### src/rtl/mem_arb_pkg.sv
// mem_arb_pkg: shared types and constants for the two-port memory arbiter.
//   arb_state_e  - arbiter FSM encoding (IDLE=0, LOCK0=1, LOCK1=2)
//   PORT0/PORT1  - port identifiers as used by rr_last / rd_port
//   lock_state() - maps a winning port id to the matching LOCKn state
package mem_arb_pkg;

  typedef enum logic [1:0] {
    IDLE  = 2'd0,
    LOCK0 = 2'd1,
    LOCK1 = 2'd2
  } arb_state_e;

  localparam int   NUM_PORTS = 2;
  localparam logic PORT0     = 1'b0;
  localparam logic PORT1     = 1'b1;

  function automatic arb_state_e lock_state(input logic port);
    return (port == PORT1) ? LOCK1 : LOCK0;
  endfunction

endpackage

### src/rtl/mem_arb_if.sv
// mem_arb_if: request/response bundle between the two requesters, the arbiter
// and the xbar port.
//   i_pN_*        requester N command (valid/addr/data/wren/mask/lock)
//   o_pN_ready    requester N accepted this cycle
//   o_pN_rvalid   requester N load data valid, o_pN_rdata the data
//   o_addr/o_data/o_wren/o_mask  command toward the xbar
//   i_data        xbar load data, valid the cycle after the address
//   o_pN_grants/o_pN_stalls      perf counters (zero unless enabled)
// Modports: slave = arbiter side, master = requester/xbar side.
interface mem_arb_if #(
  parameter int ADDR_W = 30,
  parameter int DATA_W = 32,
  parameter int MASK_W = 4,
  parameter int CNT_W  = 32
);

  logic              i_p0_valid;
  logic [ADDR_W-1:0] i_p0_addr;
  logic [DATA_W-1:0] i_p0_data;
  logic              i_p0_wren;
  logic [MASK_W-1:0] i_p0_mask;
  logic              i_p0_lock;
  logic              o_p0_ready;
  logic              o_p0_rvalid;
  logic [DATA_W-1:0] o_p0_rdata;

  logic              i_p1_valid;
  logic [ADDR_W-1:0] i_p1_addr;
  logic [DATA_W-1:0] i_p1_data;
  logic              i_p1_wren;
  logic [MASK_W-1:0] i_p1_mask;
  logic              i_p1_lock;
  logic              o_p1_ready;
  logic              o_p1_rvalid;
  logic [DATA_W-1:0] o_p1_rdata;

  logic [ADDR_W-1:0] o_addr;
  logic [DATA_W-1:0] o_data;
  logic              o_wren;
  logic [MASK_W-1:0] o_mask;
  logic [DATA_W-1:0] i_data;

  logic [CNT_W-1:0]  o_p0_grants;
  logic [CNT_W-1:0]  o_p0_stalls;
  logic [CNT_W-1:0]  o_p1_grants;
  logic [CNT_W-1:0]  o_p1_stalls;

  modport slave (
    input  i_p0_valid, i_p0_addr, i_p0_data, i_p0_wren, i_p0_mask, i_p0_lock,
    input  i_p1_valid, i_p1_addr, i_p1_data, i_p1_wren, i_p1_mask, i_p1_lock,
    input  i_data,
    output o_p0_ready, o_p0_rvalid, o_p0_rdata,
    output o_p1_ready, o_p1_rvalid, o_p1_rdata,
    output o_addr, o_data, o_wren, o_mask,
    output o_p0_grants, o_p0_stalls, o_p1_grants, o_p1_stalls
  );

  modport master (
    output i_p0_valid, i_p0_addr, i_p0_data, i_p0_wren, i_p0_mask, i_p0_lock,
    output i_p1_valid, i_p1_addr, i_p1_data, i_p1_wren, i_p1_mask, i_p1_lock,
    output i_data,
    input  o_p0_ready, o_p0_rvalid, o_p0_rdata,
    input  o_p1_ready, o_p1_rvalid, o_p1_rdata,
    input  o_addr, o_data, o_wren, o_mask,
    input  o_p0_grants, o_p0_stalls, o_p1_grants, o_p1_stalls
  );

endinterface

### src/rtl/mem_arb_perf.sv
// mem_arb_perf: saturating grant/stall counter pair for one arbiter port.
//   clk, rst  clock, synchronous active-high reset (clears both counters)
//   grant     port accepted this cycle
//   stall     port valid but not accepted this cycle
//   grants    accepted-transfer count, sticks at all-ones
//   stalls    stalled-cycle count, sticks at all-ones
module mem_arb_perf #(
  parameter int CNT_W = 32
) (
  input  logic             clk,
  input  logic             rst,
  input  logic             grant,
  input  logic             stall,
  output logic [CNT_W-1:0] grants,
  output logic [CNT_W-1:0] stalls
);

  logic [CNT_W-1:0] grants_reg;
  logic [CNT_W-1:0] stalls_reg;

  always_ff @(posedge clk) begin
    if (rst) begin
      grants_reg <= '0;
      stalls_reg <= '0;
    end else begin
      if (grant && (grants_reg != '1)) begin
        grants_reg <= grants_reg + 1'b1;
      end
      if (stall && (stalls_reg != '1)) begin
        stalls_reg <= stalls_reg + 1'b1;
      end
    end
  end

  assign grants = grants_reg;
  assign stalls = stalls_reg;

endmodule

### src/rtl/mem_arb.sv
// mem_arb: two-requester arbiter in front of the data-memory/MMIO xbar port.
// Port 0 is the CPU load/store unit, port 1 the debug/loader.
//   clk   clock
//   rst   synchronous, active-high reset
//   bus   mem_arb_if.slave: both requester ports, the xbar command/data
//         signals and the perf counter outputs
// Round-robin grant between the ports, optional bus lock (requester keeps
// the grant while it holds i_pN_lock on its accepted transfers), and
// routing of the one-cycle-late xbar load data back to the issuing port.
// Optional feature macro: MEM_ARB_PERF_EN adds per-port saturating
// grant/stall counters; without it the counter outputs are tied to zero.
module mem_arb
  import mem_arb_pkg::*;
#(
  parameter int ADDR_W = 30,
  parameter int DATA_W = 32,
  parameter int MASK_W = 4,
  parameter int CNT_W  = 32
) (
  input logic      clk,
  input logic      rst,
  mem_arb_if.slave bus
);

  arb_state_e state_reg;
  arb_state_e state_next;

  logic rr_last_reg;   // port that won the most recent accept
  logic rd_pend_reg;   // a load was accepted last cycle
  logic rd_port_reg;   // which port issued that load

  logic [NUM_PORTS-1:0] valid_vec;
  logic [NUM_PORTS-1:0] ready_vec;
  logic                 accept;
  logic                 sel;

  logic [ADDR_W-1:0] addr_sel;
  logic [DATA_W-1:0] data_sel;
  logic [MASK_W-1:0] mask_sel;
  logic              wren_sel;
  logic              lock_sel;

  assign valid_vec = {bus.i_p1_valid, bus.i_p0_valid};

  // Grant and next state. Nothing is granted while rst is high so that a
  // store presented in the reset cycle never reaches the xbar.
  always_comb begin
    ready_vec  = '0;
    state_next = state_reg;
    if (!rst) begin
      case (state_reg)
        IDLE: begin
          if (valid_vec == 2'b11) begin
            ready_vec = (rr_last_reg == PORT1) ? 2'b01 : 2'b10;
          end else begin
            ready_vec = valid_vec;
          end
        end
        LOCK0:   ready_vec = {1'b0, valid_vec[0]};
        LOCK1:   ready_vec = {valid_vec[1], 1'b0};
        default: ready_vec = '0;
      endcase
    end

    accept = |ready_vec;
    // With no accept this selects port 0, which keeps o_addr/o_data on
    // port 0's fields as the idle default.
    sel = ready_vec[1];
    lock_sel = sel ? bus.i_p1_lock : bus.i_p0_lock;

    // Lock only takes effect on an accepted transfer.
    if (accept) begin
      if ((state_reg == IDLE) && lock_sel) begin
        state_next = lock_state(sel);
      end else if ((state_reg != IDLE) && !lock_sel) begin
        state_next = IDLE;
      end
    end
  end

  always_comb begin
    addr_sel = sel ? bus.i_p1_addr : bus.i_p0_addr;
    data_sel = sel ? bus.i_p1_data : bus.i_p0_data;
    mask_sel = sel ? bus.i_p1_mask : bus.i_p0_mask;
    wren_sel = sel ? bus.i_p1_wren : bus.i_p0_wren;
  end

  // Downstream command: wren and mask are forced low without an accept.
  assign bus.o_addr     = addr_sel;
  assign bus.o_data     = data_sel;
  assign bus.o_wren     = accept && wren_sel;
  assign bus.o_mask     = accept ? mask_sel : '0;
  assign bus.o_p0_ready = ready_vec[0];
  assign bus.o_p1_ready = ready_vec[1];

  always_ff @(posedge clk) begin
    if (rst) begin
      state_reg <= IDLE;
    end else begin
      state_reg <= state_next;
    end
  end

  // rr_last resets to port 1 so port 0 wins the first contest. The read
  // pipeline register is rewritten every cycle, so a response and a new
  // load accept in the same cycle do not interfere.
  always_ff @(posedge clk) begin
    if (rst) begin
      rr_last_reg <= PORT1;
      rd_pend_reg <= 1'b0;
      rd_port_reg <= PORT0;
    end else begin
      if (accept) begin
        rr_last_reg <= sel;
        rd_port_reg <= sel;
      end
      rd_pend_reg <= accept && !wren_sel;
    end
  end

  assign bus.o_p0_rvalid = rd_pend_reg && (rd_port_reg == PORT0);
  assign bus.o_p1_rvalid = rd_pend_reg && (rd_port_reg == PORT1);
  assign bus.o_p0_rdata  = bus.i_data;
  assign bus.o_p1_rdata  = bus.i_data;

  // Perf counters, one pair per port.
  logic [CNT_W-1:0] grants_vec [NUM_PORTS];
  logic [CNT_W-1:0] stalls_vec [NUM_PORTS];

  genvar gi;
`ifdef MEM_ARB_PERF_EN
  for (gi = 0; gi < NUM_PORTS; gi++) begin : g_perf
    mem_arb_perf #(
      .CNT_W(CNT_W)
    ) u_perf (
      .clk    (clk),
      .rst    (rst),
      .grant  (ready_vec[gi]),
      .stall  (valid_vec[gi] && !ready_vec[gi]),
      .grants (grants_vec[gi]),
      .stalls (stalls_vec[gi])
    );
  end
`else
  for (gi = 0; gi < NUM_PORTS; gi++) begin : g_perf_off
    assign grants_vec[gi] = '0;
    assign stalls_vec[gi] = '0;
  end
`endif

  assign bus.o_p0_grants = grants_vec[0];
  assign bus.o_p0_stalls = stalls_vec[0];
  assign bus.o_p1_grants = grants_vec[1];
  assign bus.o_p1_stalls = stalls_vec[1];

endmodule
### src/flat_wrapper.sv
// flat-port wrapper written by rule: the top's interface ports become plain ports
module mem_arb_flat import mem_arb_pkg::*;
#(
  parameter int ADDR_W = 30,
  parameter int DATA_W = 32,
  parameter int MASK_W = 4,
  parameter int CNT_W  = 32
)
  (clk, rst, bus_i_p0_valid, bus_i_p0_addr, bus_i_p0_data, bus_i_p0_wren, bus_i_p0_mask, bus_i_p0_lock, bus_i_p1_valid, bus_i_p1_addr, bus_i_p1_data, bus_i_p1_wren, bus_i_p1_mask, bus_i_p1_lock, bus_i_data, bus_o_p0_ready, bus_o_p0_rvalid, bus_o_p0_rdata, bus_o_p1_ready, bus_o_p1_rvalid, bus_o_p1_rdata, bus_o_addr, bus_o_data, bus_o_wren, bus_o_mask, bus_o_p0_grants, bus_o_p0_stalls, bus_o_p1_grants, bus_o_p1_stalls);
  mem_arb_if #(.ADDR_W(ADDR_W), .DATA_W(DATA_W), .MASK_W(MASK_W), .CNT_W(CNT_W)) bus_i ();
  input logic clk;
  input logic rst;
  input wire logic [$bits(bus_i.i_p0_valid)-1:0] bus_i_p0_valid;
  input wire logic [$bits(bus_i.i_p0_addr)-1:0] bus_i_p0_addr;
  input wire logic [$bits(bus_i.i_p0_data)-1:0] bus_i_p0_data;
  input wire logic [$bits(bus_i.i_p0_wren)-1:0] bus_i_p0_wren;
  input wire logic [$bits(bus_i.i_p0_mask)-1:0] bus_i_p0_mask;
  input wire logic [$bits(bus_i.i_p0_lock)-1:0] bus_i_p0_lock;
  input wire logic [$bits(bus_i.i_p1_valid)-1:0] bus_i_p1_valid;
  input wire logic [$bits(bus_i.i_p1_addr)-1:0] bus_i_p1_addr;
  input wire logic [$bits(bus_i.i_p1_data)-1:0] bus_i_p1_data;
  input wire logic [$bits(bus_i.i_p1_wren)-1:0] bus_i_p1_wren;
  input wire logic [$bits(bus_i.i_p1_mask)-1:0] bus_i_p1_mask;
  input wire logic [$bits(bus_i.i_p1_lock)-1:0] bus_i_p1_lock;
  input wire logic [$bits(bus_i.i_data)-1:0] bus_i_data;
  output wire logic [$bits(bus_i.o_p0_ready)-1:0] bus_o_p0_ready;
  output wire logic [$bits(bus_i.o_p0_rvalid)-1:0] bus_o_p0_rvalid;
  output wire logic [$bits(bus_i.o_p0_rdata)-1:0] bus_o_p0_rdata;
  output wire logic [$bits(bus_i.o_p1_ready)-1:0] bus_o_p1_ready;
  output wire logic [$bits(bus_i.o_p1_rvalid)-1:0] bus_o_p1_rvalid;
  output wire logic [$bits(bus_i.o_p1_rdata)-1:0] bus_o_p1_rdata;
  output wire logic [$bits(bus_i.o_addr)-1:0] bus_o_addr;
  output wire logic [$bits(bus_i.o_data)-1:0] bus_o_data;
  output wire logic [$bits(bus_i.o_wren)-1:0] bus_o_wren;
  output wire logic [$bits(bus_i.o_mask)-1:0] bus_o_mask;
  output wire logic [$bits(bus_i.o_p0_grants)-1:0] bus_o_p0_grants;
  output wire logic [$bits(bus_i.o_p0_stalls)-1:0] bus_o_p0_stalls;
  output wire logic [$bits(bus_i.o_p1_grants)-1:0] bus_o_p1_grants;
  output wire logic [$bits(bus_i.o_p1_stalls)-1:0] bus_o_p1_stalls;
  assign bus_i.i_p0_valid = bus_i_p0_valid;
  assign bus_i.i_p0_addr = bus_i_p0_addr;
  assign bus_i.i_p0_data = bus_i_p0_data;
  assign bus_i.i_p0_wren = bus_i_p0_wren;
  assign bus_i.i_p0_mask = bus_i_p0_mask;
  assign bus_i.i_p0_lock = bus_i_p0_lock;
  assign bus_i.i_p1_valid = bus_i_p1_valid;
  assign bus_i.i_p1_addr = bus_i_p1_addr;
  assign bus_i.i_p1_data = bus_i_p1_data;
  assign bus_i.i_p1_wren = bus_i_p1_wren;
  assign bus_i.i_p1_mask = bus_i_p1_mask;
  assign bus_i.i_p1_lock = bus_i_p1_lock;
  assign bus_i.i_data = bus_i_data;
  assign bus_o_p0_ready = bus_i.o_p0_ready;
  assign bus_o_p0_rvalid = bus_i.o_p0_rvalid;
  assign bus_o_p0_rdata = bus_i.o_p0_rdata;
  assign bus_o_p1_ready = bus_i.o_p1_ready;
  assign bus_o_p1_rvalid = bus_i.o_p1_rvalid;
  assign bus_o_p1_rdata = bus_i.o_p1_rdata;
  assign bus_o_addr = bus_i.o_addr;
  assign bus_o_data = bus_i.o_data;
  assign bus_o_wren = bus_i.o_wren;
  assign bus_o_mask = bus_i.o_mask;
  assign bus_o_p0_grants = bus_i.o_p0_grants;
  assign bus_o_p0_stalls = bus_i.o_p0_stalls;
  assign bus_o_p1_grants = bus_i.o_p1_grants;
  assign bus_o_p1_stalls = bus_i.o_p1_stalls;
  mem_arb #(.ADDR_W(ADDR_W), .DATA_W(DATA_W), .MASK_W(MASK_W), .CNT_W(CNT_W)) u_core (.clk(clk), .rst(rst), .bus(bus_i));
endmodule
### config.mk
export PLATFORM = sky130hd
export DESIGN_NAME = mem_arb_flat
export DESIGN_NICKNAME = d
export VERILOG_FILES = /design/src/rtl/mem_arb_pkg.sv /design/src/rtl/mem_arb_if.sv /design/src/rtl/mem_arb_perf.sv /design/src/rtl/mem_arb.sv /design/src/flat_wrapper.sv
export SDC_FILE = /design/constraint.sdc
export NUM_CORES = 1
export LEC_CHECK = 0
export BUFFER_PORTS_ARGS = -buffer_cell sky130_fd_sc_hd__buf_4
export CAP_MARGIN = 10
export CORE_AREA = 3 3 170 172
export DETAILED_ROUTE_END_ITERATION = 6
export DIE_AREA = 0 0 173 175
export GPL_ROUTABILITY_DRIVEN = 0
export GPL_TIMING_DRIVEN = 0
export PLACE_DENSITY = 0.42
export SETUP_SLACK_MARGIN = 0.15
export SKIP_CTS_REPAIR_TIMING = 1
export SLEW_MARGIN = 10
export SYNTH_ARGS = -nofsm -noshare
export SYNTH_HDL_FRONTEND = slang
export SYNTH_SLANG_ARGS = --single-unit
### constraint.sdc
create_clock -name clk -period 6.72 [get_ports clk]
set_clock_uncertainty 0.1 [all_clocks]
set_input_delay 0.672 -clock clk [delete_from_list [all_inputs] [get_ports clk]]
set_output_delay 0.672 -clock clk [all_outputs]
set_load 0.01 [all_outputs]
## After elaboration in Yosys (flattened, before gate mapping)

Cells that the tools add are included.

| storage, ports and cells | value |
|---|---|
| register bits | 5 |
| output and inout port bits | 263 |

| cells by class | value |
|---|---|
| equality and inequality tests | 3 |
| mux-type cells | 13 |
| bitwise gates (word level) | 1 |
| reductions and logical operators | 13 |

Operator list:

| operator | count |
|---|---|
| 32-bit two-way mux | 1 |
| 30-bit two-way mux | 1 |
| 2-bit two-way mux | 6 |
| 4-bit two-way mux | 2 |
| 1-bit logical AND | 6 |
| 2-bit one-hot mux with 3 select lines | 1 |
| 2-bit equality test, second input constant | 2 |
| 2-bit nonzero test | 2 |
| 2-bit by 1-bit equality test with 1-bit output, second input constant | 1 |
| 1-bit logical NOT | 2 |
| 2-bit logical NOT | 1 |
| 1-bit two-way mux | 2 |
| 2-bit AND reduction | 1 |
| 2-bit OR reduction | 1 |
| 1-bit NOT | 1 |

## Longest topological paths before layout

Gate-level depths: netlist of run 1.

| logic depth | value |
|---|---|
| depth after elaboration | 9 |
| depth in mapped cells | 8 |
| gate-level depth less buffers | 7 |

## Least setup slack after synthesis of run 1

No wires, ideal clock.

| timing | value |
|---|---|
| path kind | input -> output |
| start | input bus_i_p0_valid |
| end | output bus_o_addr[0] |
| arrival | 1.830 ns |
| required time | 5.948 ns |
| slack | 4.118 ns |
| stages | 5 |
| buffers on the path | 2 |
| path through | and3b_1 > or3_1 > buf_6 > buf_6 > mux2_4 |

| on the way | value |
|---|---|
| word-level cells in the longest chain between the ends | 5 |

Ends and longest elaborated chain:

| element | RTL line | source |
|---|---|---|
| start: declaration | flat_wrapper.sv:13 | `input wire logic [$bits(bus_i.i_p0_valid)-1:0] bus_i_p0_valid;` |
| 2-bit equality test | mem_arb.sv:53 | `if (valid_vec == 2'b11) begin` |
| 2-bit two-way mux | mem_arb.sv:53 |  |
| 2-bit one-hot mux with 3 select lines | mem_arb.sv:51 | `case (state_reg)` |
| 2-bit two-way mux | mem_arb.sv:50 | `if (!rst) begin` |
| 30-bit two-way mux | mem_arb.sv:82 | `addr_sel = sel ? bus.i_p1_addr : bus.i_p0_addr;` |
| end: declaration | flat_wrapper.sv:32 | `output wire logic [$bits(bus_i.o_addr)-1:0] bus_o_addr;` |

No other way between the ends.

## Final worst setup path of run 1

| timing | value |
|---|---|
| start | input bus_i_p0_valid |
| end | output bus_o_data[23] |

| on the way | value |
|---|---|
| word-level cells in the longest chain between the ends | 5 |

Ends and longest elaborated chain:

| element | RTL line | source |
|---|---|---|
| 2-bit equality test | mem_arb.sv:53 |  |
| 2-bit two-way mux | mem_arb.sv:53 |  |
| 2-bit one-hot mux with 3 select lines | mem_arb.sv:51 |  |
| 2-bit two-way mux | mem_arb.sv:50 |  |
| 32-bit two-way mux | mem_arb.sv:83 | `data_sel = sel ? bus.i_p1_data : bus.i_p0_data;` |
| end: declaration | flat_wrapper.sv:33 | `output wire logic [$bits(bus_i.o_data)-1:0] bus_o_data;` |

No other way between the ends.

==> flow_metrics.py, run 1 <==
metrics = {
    "run_status": {
        "status": "finished clean",
    },
    "worst_setup_path": {
        "worst_ep_required_time_ps": 5950,
        "worstPathCellList": "buf_4 > and3b_1 > or3_1 > buf_6 > buf_6 > mux2_4 > buf_4",
        "path_delay_family": "buffers and inverters",
        "timing_worst_setup_path_type": "in -> out",
        "r2r-start": "u_core.state_reg[1]$_SDFFE_PP0P_",
        "cp_max_fo": 10,
        "cp-end-kind": "output port",
        "cp_slowest_stage_delay_ps": 390,
        "slowest_stage": "or3_1",
        "reg2regPathDepth": 8,
        "path_buf_inv": 4,
        "crit_arrival_ps": 2210,
        "reg2reg_slack_ps": 4230,
        "start_kind": "input port",
        "r2r_end": "u_core.state_reg[0]$_SDFFE_PP0P_",
    },
    "synthesis": {
        "synth_top_cells_by_count": "192 x buf_4, 48 x mux2_4, 15 x mux2_2",
        "synth.cell_area_sq_um": 2690,
        "yosysSeqAreaShare_pct": 3.72,
        "ys_warn_count": 0,
        "ys_seq_elements": 5,
        "synth_area_leaders": "buf_4 54%, mux2_4 27%, mux2_2 6.3%, dfxtp_1 3.7%, buf_6 2.5%",
        "synth.avg_cell_area_sq_um": 9.12,
        "synth.most_common_cell": "buf_4",
        "postSynth.asyncResetShare_pct": 0,
        "synthCells": 295,
        "synth_area_leader_cell": "buf_4",
        "synth_top_area_share_pct": 53.6,
        "synth_edf_count": 0,
        "ys.flop_type": "dfxtp_1",
        "ys_types": 22,
    },
    "global_route": {
        "grt_pass1_wl_mm": 15.7,
        "grt_antenna_before_repair": 0,
        "busiest_layer": "met2",
        "met1_usage_pct": 6.81,
        "grt_util_met2_pct": 13.7,
        "grt_use_met3_pct": 1.76,
        "overflow": 0,
        "grt_max_degree": 11,
        "first_global_vias": 2642,
        "grtUsageTotal_pct": 6.71,
    },
    "sta": {
        "finalHoldViolations": 0,
        "fin_tns_setup_ps": 0,
        "setup_violations": 0,
        "rsz0062_at_grt": "no",
        "slew_viol_final": 0,
        "clock.fmax_mhz": 336,
        "fin_crit_sh_pct": 44.3,
        "fin_crit_ps": 2980,
    },
    "finish": {
        "num_antenna_cells": 0,
        "fin_util_pct": 20.9,
        "postLayoutCellArea_sq_um": 5780,
        "drive_gt1_share_pct": 77.0,
        "largest_reg_flops": 2,
        "area_delta_synth_final_pct": 115,
        "nets": 874,
    },
    "route": {
        "drt_iter0_markers": 32,
        "num_vias": 2788,
        "wire_per_inst_microns": 11.0,
        "wl_mm": 11.9,
        "drc": 0,
        "ant_nets": 0,
        "detail_route.first_pass.iterations": 4,
        "via_per_inst": 2.59,
    },
    "clock_tree": {
        "worstSkewPairLatency_ps": 230,
        "cts_tree": "done",
        "h-tree-depth": 1,
        "cts.clk_slew.worst_paths_ps": 30,
        "cts_buffers": 3,
        "clock-root-buffer": "clkbuf_16",
        "cts_sinks": 5,
        "cts_buffer_depth": 2,
    },
    "job": {
        "max-cap-violations": 0,
    },
    "floorplan": {
        "start_util_pct": 9.74,
        "rows": 61,
        "core_area_sq_um": 27600,
        "die_x_microns": 173,
        "die_y_microns": 175,
        "dieArea_sq_um": 30300,
        "io_pins": 435,
    },
    "power": {
        "total_power_w": 0.000531,
        "p_leak_nw": 3.44,
        "p_per_area_nw_per_um2": 91.9,
        "ir_worst_vdd_uv": 46.0,
    },
    "min_path": {
        "worstHoldStart": "u_core.state_reg[1]$_SDFFE_PP0P_",
        "hold_path_end": "u_core.state_reg[1]$_SDFFE_PP0P_",
        "holdPathStages": 2,
        "hp-class": "reg -> reg",
    },
    "placed_design": {
        "dpl-instance-area_sq_um": 5700,
        "hpwl_mm": 11.1,
        "portBuffers": 274,
    },
}
## power breakdown
part	leakage (nW)	switching (W)	internal, W	total, W
clock network	0.0382	0.0000194	0.0000786	0.0000980
registers	0.0412	0.00000195	0.0000327	0.0000346
logic	3.36	0.000151	0.000247	0.000398
total	3.44	0.000172	0.000359	0.000531
## cell usage in the layout, fill, tap and decap left out
cell type and count:
a22o_1 5, a2bb2oi_1 1, and2_1 1, and3b_1 1, buf_2 1, buf_4 466
buf_6 6, clkbuf_1 1, clkbuf_16 3, clkinv_1 1, conb_1 128, dfxtp_1 5
ha_1 1, inv_1 1, mux2_2 15, mux2_4 48, nand2b_1 3, nor2_1 2
nor2b_1 2, nor3b_1 1, o21ai_0 2, o21bai_1 1, o22ai_1 3, or3_1 2
## worst max-delay path by stage
stage	from	to	slack, ps	cells past startpoint
finish	bus_i_p0_valid	bus_o_data[23]	3740	7
global placement	bus_i_p0_valid	bus_o_data[23]	3690	7
global route	bus_i_p0_valid	bus_o_data[23]	3670	7
CTS	bus_i_p0_valid	bus_o_data[23]	3710	7
floorplan	bus_i_p0_valid	bus_o_addr[0]	4120	5
detailed placement	bus_i_p0_valid	bus_o_data[23]	3710	7
## layer usage
| layer | share of wire (%) | up-vias |
|---|---|---|
| li1 | - | 1455 |
| met3 | 8.8 | 5 |
| met1 | 33 | 1146 |
| met5 | 0 | - |
| met4 | 0.70 | 0 |
| met2 | 57 | 182 |
## tightest hold or removal path, cell delays in order (launching register included)
cell	delay (ps)
dfxtp_1	310
o21ai_0	70
o22ai_1	70
## cells by family after synthesis
kind of cell | after synthesis | synth area share [%]
adders and majority gates | 1 | 0.465
buffers and inverters | 201 | 56.6
and+or+nand+nor | 12 | 2.74
DFF | 5 | 3.72
AOI/OAI and AO/OA | 12 | 3.30
other | 1 | 0.139
muxes | 63 | 33.1
## final cells by class
| class | instances | area (sq um) |
|---|---|---|
| Inverter | 2 | 7.51 |
| Multi-Input combinational cell | 216 | 1550 |
| Buffer | 199 | 1510 |
| Timing Repair Buffer | 274 | 2060 |
| Sequential cell | 5 | 100 |
| Clock buffer | 4 | 78.8 |
| Tap cell | 378 | 473 |
| Fill cell | 3132 | 21900 |
## metrics by stage
stage / worst slack [ps] / cells / hold slack (ps)
2_1_floorplan: 4120 / 422 / 374
3_3_place_gp: 3690 / 1074 / 411
3_5_place_dp: 3710 / 1074 / 416
4_1_cts: 3710 / 1078 / 421
5_1_grt: 3670 / 1078 / 449
6_report: 3740 / 1078 / 411
(Power assumes the default switching activity.)
==> run 2: changes to the inputs <==
--- a/config.mk
+++ b/config.mk
@@ -7,12 +7,12 @@
 export LEC_CHECK = 0
 export BUFFER_PORTS_ARGS = -buffer_cell sky130_fd_sc_hd__buf_4
 export CAP_MARGIN = 10
-export CORE_AREA = 3 3 170 172
+export CORE_AREA = 3 3 168 170
 export DETAILED_ROUTE_END_ITERATION = 6
-export DIE_AREA = 0 0 173 175
+export DIE_AREA = 0 0 171 173
 export GPL_ROUTABILITY_DRIVEN = 0
 export GPL_TIMING_DRIVEN = 0
-export PLACE_DENSITY = 0.42
+export PLACE_DENSITY = 0.43
 export SETUP_SLACK_MARGIN = 0.15
 export SKIP_CTS_REPAIR_TIMING = 1
 export SLEW_MARGIN = 10
==> constraint.sdc (replaced) <==
create_clock -name clk -period 3 [get_ports clk]
set_clock_uncertainty 0.1 [all_clocks]
set_input_delay 0.3 -clock clk [delete_from_list [all_inputs] [get_ports clk]]
set_output_delay 0.3 -clock clk [all_outputs]
set_load 0.01 [all_outputs]
==> run 2 against run 1 <==
  * Via count is 0.54% higher
  * Setup slack worse by 3300 ps
  * Critical endpoint is now u_core.state_reg[1]$_SDFFE_PP0P_
  * Sequential power is 130% higher
  * Global-route usage is 0.21 points higher
  * Total power is 120% higher
  * Clock power is 130% higher
  * Core utilization is 0.41 points higher
  * Non-clock buffer count stayed put
  * Count of clock-buffer cells in the layout stayed put
==> flow_metrics.py, run 2 (synthesis gave the netlist of run 1 again) <==
metrics = {
    "route": {
        "drt_iter0_markers": 52,
        "ant_nets": 0,
        "detail_route.first_pass.iterations": 4,
        "wl_mm": 11.8,
        "num_vias": 2803,
        "via_per_inst": 2.69,
        "drc": 0,
        "wire_per_inst_microns": 11.3,
    },
    "worst_setup_path": {
        "slowest_stage": "or3_1",
        "timing_worst_setup_path_type": "reg -> reg",
        "path_buf_inv": 2,
        "path_depth": 8,
        "crit_arrival_ps": 2570,
        "cp_slowest_stage_delay_ps": 420,
        "cp_max_fo": 10,
        "cp-end-kind": "flip-flop",
        "reg2regPathDepth": 8,
        "path_delay_family": "simple AND/OR/NAND/NOR gates",
        "start_kind": "flip-flop",
        "worst_ep_required_time_ps": 3050,
        "worstPathCellList": "and3b_1 > or3_1 > buf_6 > clkinv_1 > mux2_2 > ha_1 > nand2b_1 > o22ai_1",
    },
    "global_route": {
        "overflow": 0,
        "grt_antenna_before_repair": 0,
        "grt_max_degree": 11,
        "grtUsageTotal_pct": 6.92,
        "grt_pass1_wl_mm": 15.7,
        "first_global_vias": 2643,
    },
    "job": {
        "max-cap-violations": 0,
    },
    "placed_design": {
        "hpwl_mm": 11.0,
        "portBuffers": 274,
        "placed_cells": 1037,
    },
    "clock_tree": {
        "cts_sinks": 5,
        "cts_tree": "done",
        "cts_buffers": 3,
        "cts_buffer_depth": 2,
        "h-tree-depth": 1,
        "cts.clk_slew.worst_paths_ps": 30,
        "clock-root-buffer": "clkbuf_16",
        "worstSkewPairLatency_ps": 230,
    },
    "min_path": {
        "holdPathStages": 2,
        "hp-class": "in -> reg",
    },
    "floorplan": {
        "io_pins": 435,
        "die_x_microns": 171,
        "die_y_microns": 173,
        "dieArea_sq_um": 29600,
        "rows": 60,
        "core_area_sq_um": 26900,
        "start_util_pct": 10.0,
    },
    "finish": {
        "nFillCells": 2985,
        "area_delta_synth_final_pct": 113,
        "seq_area_sq_um": 100,
        "largest_reg_flops": 2,
        "nets": 874,
        "fin_cells": 1041,
        "layout_commonest_cell": "buf_4",
        "multi_input_area_sq_um": 1550,
        "num_antenna_cells": 0,
        "drive_gt1_share_pct": 77.0,
        "final_cell_mix": "466 x buf_4, 128 x conb_1, 48 x mux2_4, 15 x mux2_2, 6 x buf_6",
    },
    "power": {
        "ir_worst_vdd_uv": 145,
        "p_per_area_nw_per_um2": 208,
        "p_leak_nw": 3.44,
    },
    "sta": {
        "rsz0062_at_grt": "no",
        "setup_violations": 0,
        "clock.fmax_mhz": 397,
        "finalHoldViolations": 0,
        "fin_tns_setup_ps": 0,
        "slew_viol_final": 0,
        "fin_crit_ps": 2520,
        "fin_crit_sh_pct": 83.9,
        "fin_hold_ws_ps": 180,
    },
    "run_status": {
        "status": "finished clean",
    },
}
run 2: cell counts in the layout (fill, tap and decap cells not counted):
Identical to the previous run, type by type.
run 2: path summary, 6_finish.rpt:
path	start	endpoint	slack, ps
setup / recovery	u_core.state_reg[1]$_SDFFE_PP0P_	u_core.state_reg[1]$_SDFFE_PP0P_	480
hold / removal	rst	u_core.rd_port_reg$_SDFFE_PP0P_	180
setup reg to reg	u_core.state_reg[1]$_SDFFE_PP0P_	u_core.state_reg[1]$_SDFFE_PP0P_	480
hold reg to reg	u_core.state_reg[1]$_SDFFE_PP0P_	u_core.state_reg[1]$_SDFFE_PP0P_	410
run 2: cell type report:
| cell class | instances | area share, % |
|---|---|---|
| repair buffers | 274 | 35.9 |
| multi-input cells | 216 | 27.0 |
| plain buffers | 199 | 26.4 |
| well taps | 341 | 7.45 |
| flip-flops and latches | 5 | 1.75 |
| clock buffers | 4 | 1.38 |
| inverters | 2 | 0.131 |
run 2: through the flow:
| step | power, W | utilization, % | setup WS [ps] | cell area [sq um] |
|---|---|---|---|---|
| after floorplan | 0.000594 | - | 746 | 3170 |
| after detailed placement | 0.000967 | 21.0 | 308 | 5650 |
| after global placement | 0.000967 | 21.0 | 316 | 5650 |
| after CTS | 0.00119 | 21.3 | 368 | 5730 |
| final | 0.00119 | 21.3 | 483 | 5730 |
| after global routing | 0.00127 | 21.3 | 242 | 5730 |
run 2: routing by layer:
metal	GRT usage, %	routed length (microns)	up-vias	share of wire [%]
met4	1.11	69	0	0.59
met5	0	0	-	0
met2	14.4	6710	191	57
met1	7.05	3900	1153	33
li1	-	-	1457	-
met3	1.26	1070	2	9.1
run 2: power breakdown:
| part | switching, W | internal (W) | total (W) |
|---|---|---|---|
| Combinational | 0.000336 | 0.000554 | 0.000890 |
| Sequential | 0.00000468 | 0.0000732 | 0.0000779 |
| Clock | 0.0000457 | 0.000176 | 0.000222 |
run 2: worst reg2reg max path: stages, from the launching register on:
cell	delay, ps
dfxtp_1	340
and3b_1	210
or3_1	420
buf_6	200
clkinv_1	180
mux2_2	380
ha_1	300
nand2b_1	170
o22ai_1	140
